File: config.mk
export PLATFORM = sky130hd
export DESIGN_NAME = cdc_hs_rx
export DESIGN_NICKNAME = d
export VERILOG_FILES = /design/src/rtl/cdc_hs_rx.sv
export SDC_FILE = /design/constraint.sdc
export NUM_CORES = 1
export LEC_CHECK = 0
export CORE_MARGIN = 2
export CORE_UTILIZATION = 48
export CTS_CLUSTER_SIZE = 8
export DETAILED_ROUTE_END_ITERATION = 8
export PLACE_DENSITY = 0.82
export SETUP_SLACK_MARGIN = 0.3
export SYNTH_ARGS = -nofsm -noshare
export SYNTH_HDL_FRONTEND = slang
export SYNTH_SLANG_ARGS = --single-unit
File: constraint.sdc
create_clock -name clk_i -period 4.2 [get_ports clk_i]
set_input_delay 0.84 -clock clk_i [delete_from_list [all_inputs] [get_ports clk_i]]
set_output_delay 0.84 -clock clk_i [all_outputs]
set_load 0.005 [all_outputs]
File: src/rtl/cdc_hs_rx.sv
// Receiver side of a 4-phase req/ack clock-domain crossing with a valid/ready output.
// Define CDC_HS_RX_SYNC3_EN to use a 3-flop request synchronizer instead of 2.
module cdc_hs_rx #(
    parameter int DATA_W = 8
) (
    input  logic              clk_i,
    input  logic              rst_ni,
    input  logic              req_i,
    input  logic [DATA_W-1:0] data_i,
    output logic              ack_o,
    output logic              valid_o,
    input  logic              ready_i,
    output logic [DATA_W-1:0] data_o,
    output logic              busy_o,
    output logic              err_o,
    output logic [15:0]       xfer_cnt_o
);

`ifdef CDC_HS_RX_SYNC3_EN
    localparam int SYNC_STAGES = 3;
`else
    localparam int SYNC_STAGES = 2;
`endif

    typedef enum logic [1:0] {
        IDLE  = 2'd0,
        VALID = 2'd1,
        ACK   = 2'd2
    } state_e;

    state_e                 state_q, state_d;
    logic [SYNC_STAGES-1:0] reqSync_q;
    logic                   reqSync;
    logic [DATA_W-1:0]      dataOut_q, dataOut_d;
    logic [15:0]            xferCnt_q, xferCnt_d;
    logic                   ack_q, ack_d;
    logic                   valid_q, valid_d;
    logic                   err_q, err_d;

    // Only these flops ever see req_i; everything else uses the synchronized copy.
    always_ff @(posedge clk_i or negedge rst_ni) begin
        if (!rst_ni) begin
            reqSync_q <= '0;
        end else begin
            reqSync_q <= {reqSync_q[SYNC_STAGES-2:0], req_i};
        end
    end

    assign reqSync = reqSync_q[SYNC_STAGES-1];

    always_ff @(posedge clk_i or negedge rst_ni) begin
        if (!rst_ni) begin
            state_q   <= IDLE;
            dataOut_q <= '0;
            xferCnt_q <= '0;
            ack_q     <= 1'b0;
            valid_q   <= 1'b0;
            err_q     <= 1'b0;
        end else begin
            state_q   <= state_d;
            dataOut_q <= dataOut_d;
            xferCnt_q <= xferCnt_d;
            ack_q     <= ack_d;
            valid_q   <= valid_d;
            err_q     <= err_d;
        end
    end

    always_comb begin
        state_d = state_q;
        case (state_q)
            IDLE:    if (reqSync)  state_d = VALID;
            VALID:   if (ready_i)  state_d = ACK;
            ACK:     if (!reqSync) state_d = IDLE;
            default: state_d = IDLE;
        endcase
    end

    // ack/valid are registered from the next state so both leave the block straight from flops.
    always_comb begin
        dataOut_d = dataOut_q;
        xferCnt_d = xferCnt_q;
        err_d     = err_q;
        ack_d     = (state_d == ACK);
        valid_d   = (state_d == VALID);
        if (state_q == IDLE && reqSync) begin
            dataOut_d = data_i;
        end
        if (state_q == VALID && ready_i) begin
            xferCnt_d = xferCnt_q + 16'd1;
        end
        if (state_q == VALID && !reqSync) begin
            err_d = 1'b1;
        end
    end

    assign ack_o      = ack_q;
    assign valid_o    = valid_q;
    assign data_o     = dataOut_q;
    assign busy_o     = (state_q != IDLE);
    assign err_o      = err_q;
    assign xfer_cnt_o = xferCnt_q;

endmodule

# After elaboration in Yosys (flattened, before gate mapping)
# Cells that the tools add are included.
# W data, S select, Z words.
[totals] reg_bits=31 input_bits=12 wordCells=22 out_inout_bits=28
[op_classes] n_eq_ne=4 addsub=1 mux=4 n_reduce_logical=6
[ops] op="$add A16 B1 Y16 const B" count=1
[ops] op="$mux W2" count=3
[ops] op="$pmux W2 S3" count=1
[ops] op="$eq A2 B1 Y1 const B" count=2
[ops] op="$eq A2 B2 Y1 const B" count=2
[ops] op="$logic_and A1 B1 Y1" count=3
[ops] op="$logic_not A2 Y1" count=1
[ops] op="$reduce_bool A2 Y1" count=1
[ops] op="$logic_not A1 Y1" count=1

# Logic depth before layout (Yosys ltp)
# Gate-level depths: netlist (run 1).
[logic_depth] word_depth=3 depth_mapped=5 depth_no_buf=5

# Least setup slack after synthesis (run 1)
# Ideal clock, no wire load.
[synth_timing] path_type="input to register" from="in ready_i" to="reg xferCnt_q[11], in the netlist xfer_cnt_o[11]" path_buffers=0 t_arrival_ps=1550 required_ps=4076 path_slack_ps=2526 setup_ps=124 path_stages=4 path_cell_list="nand3b_4 -> nor4_4 -> nand3_1 -> xnor2_1"
[synth_between] elab_chain_len=1
[synth_lines] item="start, declared" line="12" source="input logic ready_i,"
[synth_lines] item="$logic_and A1 B1 Y1" line="89" source="if (state_q == VALID && ready_i) begin"
[synth_lines] item="end signal, assigned" line="62" source="xferCnt_q <= xferCnt_d;"
[synth_lines] item="end, declared" line="35" source="logic [15:0] xferCnt_q, xferCnt_d;"
# No other way between the ends.
# A chain may end at the register's enable or synchronous reset.

# Worst setup path after layout (run 1)
[layout_timing] from="reg state_q[0]" to="out busy_o"
[layout_between] elab_chain_len=1
[layout_lines] item="start, declared" line="31" source="state_e state_q, state_d;"
[layout_lines] item="start signal, assigned" line="60" source="state_q <= state_d;"
[layout_lines] item="$reduce_bool A2 Y1" line="100" source="assign busy_o = (state_q != IDLE);"
[layout_lines] item="end, declared" line="14" source="output logic busy_o,"
# No other way between the ends.

==> results of run 1 <==
cells in the final DEF, fill, tap and decap left out, types with 3 or more instances in the layout:
master,Yosys,routed
clkdlybuf4s50_1,0,39
dfrtp_1,31,31
xnor2_1,12,12
nand2_1,9,9
mux2_2,8,8
nor2_1,7,7
nand4_1,5,5
clkbuf_4,0,5
inv_1,4,4
nand3_1,3,3
xor2_1,3,3
sequential cells by signal (all words and copies together), names as in the netlist:
register,count
xfer_cnt_o,16
err_o,1
ack_o,1
data_o,8
state_q,2
reqSync_q,2
valid_o,1
worst paths after layout:
| kind | start | to | slack (ns) | depth (start not counted) |
|---|---|---|---|---|
| max reg2reg | state_q[0] | data_o[4] | 2.57 | 3 |
| max in group asynchronous | rst_ni | xfer_cnt_o[9] | 3.03 | 2 |
| min | reqSync_q[0] | reqSync_q[1] | 0.36 | 0 |
| min in group asynchronous | rst_ni | data_o[6] | 0.89 | 2 |
| min reg2reg | reqSync_q[0] | reqSync_q[1] | 0.36 | 0 |
| max | state_q[0] | busy_o | 1.78 | 2 |
critical path, delay by kind of cell (launching register included):
kind | cells | cell delay (ns)
DFF | 1 | 0.48
buffers and inverters | 1 | 0.45
and+or+nand+nor | 1 | 0.33
Yosys cell counts, drive strengths merged:
| cell type | number | share of area, % |
|---|---|---|
| ha | 1 | 0.99 |
| and2b | 1 | 0.60 |
| o31ai | 2 | 1.2 |
| or2 | 2 | 1.0 |
| a31o | 1 | 0.70 |
| dfrtp | 31 | 62 |
| nand4 | 5 | 2.5 |
| nand2 | 9 | 2.7 |
| o21ai | 1 | 0.40 |
| xor2 | 3 | 2.1 |
| mux2 | 8 | 7.2 |
| nor2 | 8 | 2.6 |
| nand3 | 3 | 1.2 |
| nand3b | 1 | 1.6 |
| xnor2 | 12 | 8.4 |
| inv | 4 | 1.2 |
| nor4 | 2 | 3.4 |
| and4 | 1 | 0.70 |
cell type report:
cell class / count / area, µm²
fill: 192 / 716
tap: 30 / 37.5
multi-input combinational: 60 / 467
clock buffer: 8 / 68.8
timing repair buffer: 40 / 398
inverter: 4 / 15.0
sequential: 31 / 776
report_power, final:
part           switching [mW]  leakage (nW)  internal [mW]  total, mW
clock network          0.0989        0.0386         0.0984      0.197
logic                   0.111         0.339          0.216      0.327
registers              0.0716         0.382          0.380      0.452
total                   0.281         0.759          0.695      0.976
per-layer routing:
layer | vias up | track usage (%) | part of all wire (%)
li1 | 418 | - | -
met1 | 431 | 21.8 | 43
met2 | 20 | 32.1 | 50
met3 | 7 | 7.53 | 4.9
met4 | 0 | 8.54 | 1.8
met5 | - | 0 | 0
through the flow:
step	worst slack (ns)	cell area [µm²]	cells	utilization, %
floorplan	2.53	1260	95	-
finish	1.78	1760	173	71.1
global route	1.72	1760	173	71.1
CTS	1.77	1760	173	71.1
detailed placement	1.87	1690	165	68.3
global placement	1.94	1690	165	68.3
cell families (layout without fill, tap and decap cells):
| kind of cell | Yosys count | count (layout) |
|---|---|---|
| AOI/OAI and AO/OA | 4 | 4 |
| muxes | 8 | 8 |
| buffers and inverters | 4 | 52 |
| and+or+nand+nor | 32 | 32 |
| xor gates and xnor gates | 15 | 15 |
| DFF | 31 | 31 |
| adders and majority gates | 1 | 1 |
==> flow_summary.json, run 1 <==
{
  "fmax_ghz": 0.413,
  "yosys.area_share.adder_pct": 0.995,
  "synth.distinct_cells": 20,
  "min_period_ns": 2.42,
  "post-cts-setup-buffers": 0,
  "finalPower_uw": 976,
  "overflow": 0,
  "drtIter0Drc": 12,
  "drc_errors": 0,
  "drv_cap": 0,
  "slew_headroom_pct": 73.0,
  "grt_start_max_net_pins": 32,
  "worstSetupEndpointType": "primary output",
  "fin_tns_setup_ns": 0,
  "antenna_cells": 0,
  "synth_compound_area_share_pct": 2.29,
  "rows": 18,
  "clkTransAtPathRegs_ns": 0.09,
  "synth_area_um2": 1260,
  "rsz0062_at_grt": "false",
  "crit_path_max_fanout": 7,
  "syn_nets": 108,
  "root_buffer": "clkbuf_4",
  "die_h_um": 55.2,
  "required_ns": 3.36,
  "antenna_found_initial": 0,
  "die_w_um": 55.2,
  "synth_mux_area_share_pct": 7.16,
  "holdBufCountCts": 0,
  "slowest_delay_ns": 0.48,
  "path_cells": "or2_2, clkdlybuf4s50_1",
  "crit_type": "flip-flop to primary output",
  "min_path_type": "flip-flop to flip-flop",
  "vias_per_cell": 5.06,
  "cts-resized-gates": 0,
  "wl_per_cell_um": 14.2,
  "fp.dieArea_um2": 3050,
  "cts_tree": "done",
  "finalCritPeriodShare_pct": 57.7,
  "track_usage_pct": 19.3,
  "yosys_warnings": 0,
  "gp_congestion": 0.769,
  "vdd.ir_drop.worst_mv": 0.422,
  "drive_above_1_share_pct": 15.4,
  "place_hpwl_um": 1850,
  "vias": 876,
  "setup_viol": 0,
  "powerDensity_nw_per_um2": 554,
  "finalClockSkew_ns": 0.00807,
  "htreeDepth": 2,
  "grt_pass1_vias": 884,
  "synthXorXnorAreaFrac_pct": 10.4,
  "start_util_pct": 50.8,
  "synth_top_family_by_area": "simple AND/OR/NAND/NOR gates",
  "hold_slack_ns": 0.359,
  "portBuffers": 39,
  "drt-total-wl_um": 2450,
  "fin_nets": 155,
  "clkSinkCount": 31,
  "core_um2": 2480,
  "outcome": "finished clean",
  "hold_viol": 0,
  "syn_inst": 95,
  "leakage_nw": 0.759,
  "ys_seq_area_share_pct": 61.7,
  "synth-seq-cells": 31,
  "avgSynthCellArea_um2": 13.2,
  "critPathLaunchType": "flip-flop",
  "drv_slew": 0,
  "grt_pass1_wl_um": 3930,
  "syn2layout_area_growth_pct": 40.1,
  "tightest_slew_ns": 0.404,
  "numCtsBuffers": 5,
  "io_pins": 40,
  "cpMaxStageDelayCell": "dfrtp_1",
  "drt_pass1_iterations": 4,
  "synthSimpleGateAreaFrac_pct": 16.2,
  "ant_nets": 0,
  "cts_buffer_depth": 2,
  "clk_latency_ns": 0.33,
  "critPathArrivalTime_ns": 1.58
}
Note: power is estimated with default switching activity, not from simulation.
==> run 2, diff against run 1 <==
CORE_UTILIZATION = 40   (was 48)
PLACE_DENSITY = 0.73   (was 0.82)
clock period = 2 ns   (was 4.2 ns; I/O delays follow)
==> run 2 against run 1 <==
  * Global-route usage fell by 4.2 points
  * Via count up 2.2%
  * Clock skew fell by 0.0025 ns
  * Hold slack lost 0.0016 ns
  * Final cell count is 15% higher
  * Critical path type unchanged
  * First-iteration DRC count increased by 42%
  * Highest routed layer unchanged
==> flow_summary.json, run 2 (synthesis results as in run 1) <==
{
  "outcome": "finished clean",
  "worst_slack_ns": 0.358,
  "fin_tns_setup_ns": 0,
  "worstSetupEndpointType": "primary output",
  "clkSinkCount": 31,
  "critPathLaunchType": "flip-flop",
  "critPathArrivalTime_ns": 1.24,
  "drtIter0Drc": 17,
  "fillerInstances": 253,
  "finalCritPeriodShare_pct": 82.1,
  "drc_errors": 0,
  "drv_slew": 0,
  "wl_per_cell_um": 11.7,
  "portBuffers": 39,
  "required_ns": 1.60,
  "rsz0062_at_grt": "false",
  "start_util_pct": 41.5,
  "drive_above_1_share_pct": 23.2,
  "place_hpwl_um": 1690,
  "overflow": 0,
  "io_pins": 40,
  "holdBufCountCts": 0,
  "post-place-ws_ns": 0.115,
  "vdd.ir_drop.worst_mv": 0.666,
  "syn2layout_area_growth_pct": 48.8,
  "die_h_um": 60.1,
  "drt_pass1_iterations": 4,
  "core_um2": 3030,
  "numCtsBuffers": 5,
  "track_usage_pct": 15.1,
  "root_buffer": "clkbuf_4",
  "gp_congestion": 0.778,
  "final_cell_mix": "36 x clkdlybuf4s50_1, 30 x dfrtp_1, 14 x buf_4",
  "grt_start_max_net_pins": 32,
  "fp.dieArea_um2": 3610,
  "min_path_type": "flip-flop to flip-flop",
  "final_common_cell": "clkdlybuf4s50_1",
  "final_util_pct": 61.8,
  "leakage_nw": 0.854,
  "grt_pass1_vias": 868,
  "grt_pass1_wl_um": 3880,
  "drv_cap": 0,
  "slew_headroom_pct": 74.8,
  "setup_viol": 0,
  "fin_nets": 168,
  "finalClockSkew_ns": 0.00560,
  "crit_path_max_fanout": 2,
  "largest_reg_flops": 16,
  "cts_buffer_depth": 2,
  "tightest_slew_ns": 0.377,
  "fmax_ghz": 0.609,
  "vias": 895,
  "hold_slack_ns": 0.358,
  "cts_tree": "done",
  "htreeDepth": 2,
  "clkTransAtPathRegs_ns": 0.09,
  "antenna_cells": 0,
  "min_period_ns": 1.64,
  "antenna_found_initial": 0,
  "die_w_um": 60.1,
  "ant_nets": 0,
  "finalPower_mw": 2.08,
  "hold_viol": 0,
  "rows": 20,
  "crit_type": "flip-flop to primary output",
  "clk_latency_ns": 0.33,
  "powerDensity_nw_per_um2": 1110,
  "vias_per_cell": 4.50,
  "drt-total-wl_um": 2320
}
==> run 2: report_power, final <==
part / internal (mW) / switching, mW / total (mW)
logic: 0.526 / 0.304 / 0.830
registers: 0.800 / 0.0878 / 0.888
clock network: 0.162 / 0.197 / 0.360
==> run 2: layer usage <==
| layer | wire (µm) | global-route usage [%] | vias to the layer above |
|---|---|---|---|
| met5 | 0 | 0 | - |
| met1 | 1030 | 18.9 | 423 |
| met2 | 1110 | 22.7 | 24 |
| met3 | 119 | 5.19 | 5 |
| met4 | 59 | 8.57 | 0 |
| li1 | - | - | 443 |
==> run 2: timing repair <==
item | in CTS | in global routing
setup buffers | 6 | 7
endpoints found under the setup margin | 5 | 8
resized for setup | 2 | 3
==> run 2: through the flow <==
| stage | area, µm² | cells |
|---|---|---|
| floorplan | 1260 | 95 |
| global placement | 1710 | 179 |
| detailed placement | 1710 | 179 |
| CTS | 1810 | 192 |
| global route | 1870 | 199 |
| finish | 1870 | 199 |
==> run 2: worst paths after layout <==
path	startpoint	end	slack (ns)	depth (start not counted)
worst min register to register	reqSync_q[0]	reqSync_q[1]	0.36	0
min in group asynchronous	rst_ni	data_o[0]	0.45	2
worst max-delay path	state_q[1]	busy_o	0.36	2
worst max register to register	xfer_cnt_o[1]	xfer_cnt_o[12]	0.49	6
worst min-delay path	reqSync_q[0]	reqSync_q[1]	0.36	0
max in group asynchronous	rst_ni	state_q[0]	1.25	2
==> run 2: area by class of cell <==
cell class | count | area (µm²) | share of cell area, %
clock buffers | 6 | 51.3 | 2.74
clock inverters | 1 | 5.00 | 0.268
inverters | 4 | 15.0 | 0.803
multi-input cells | 60 | 467 | 24.9
flip-flops and latches | 31 | 777 | 41.5
well taps | 44 | 55.1 | 2.94
repair buffers | 53 | 500 | 26.8
==> run 2: critical path: stages, from the launching register on <==
cell and delay (ns):
dfrtp_1 0.39, or2_2 0.31, clkdlybuf4s15_1 0.21
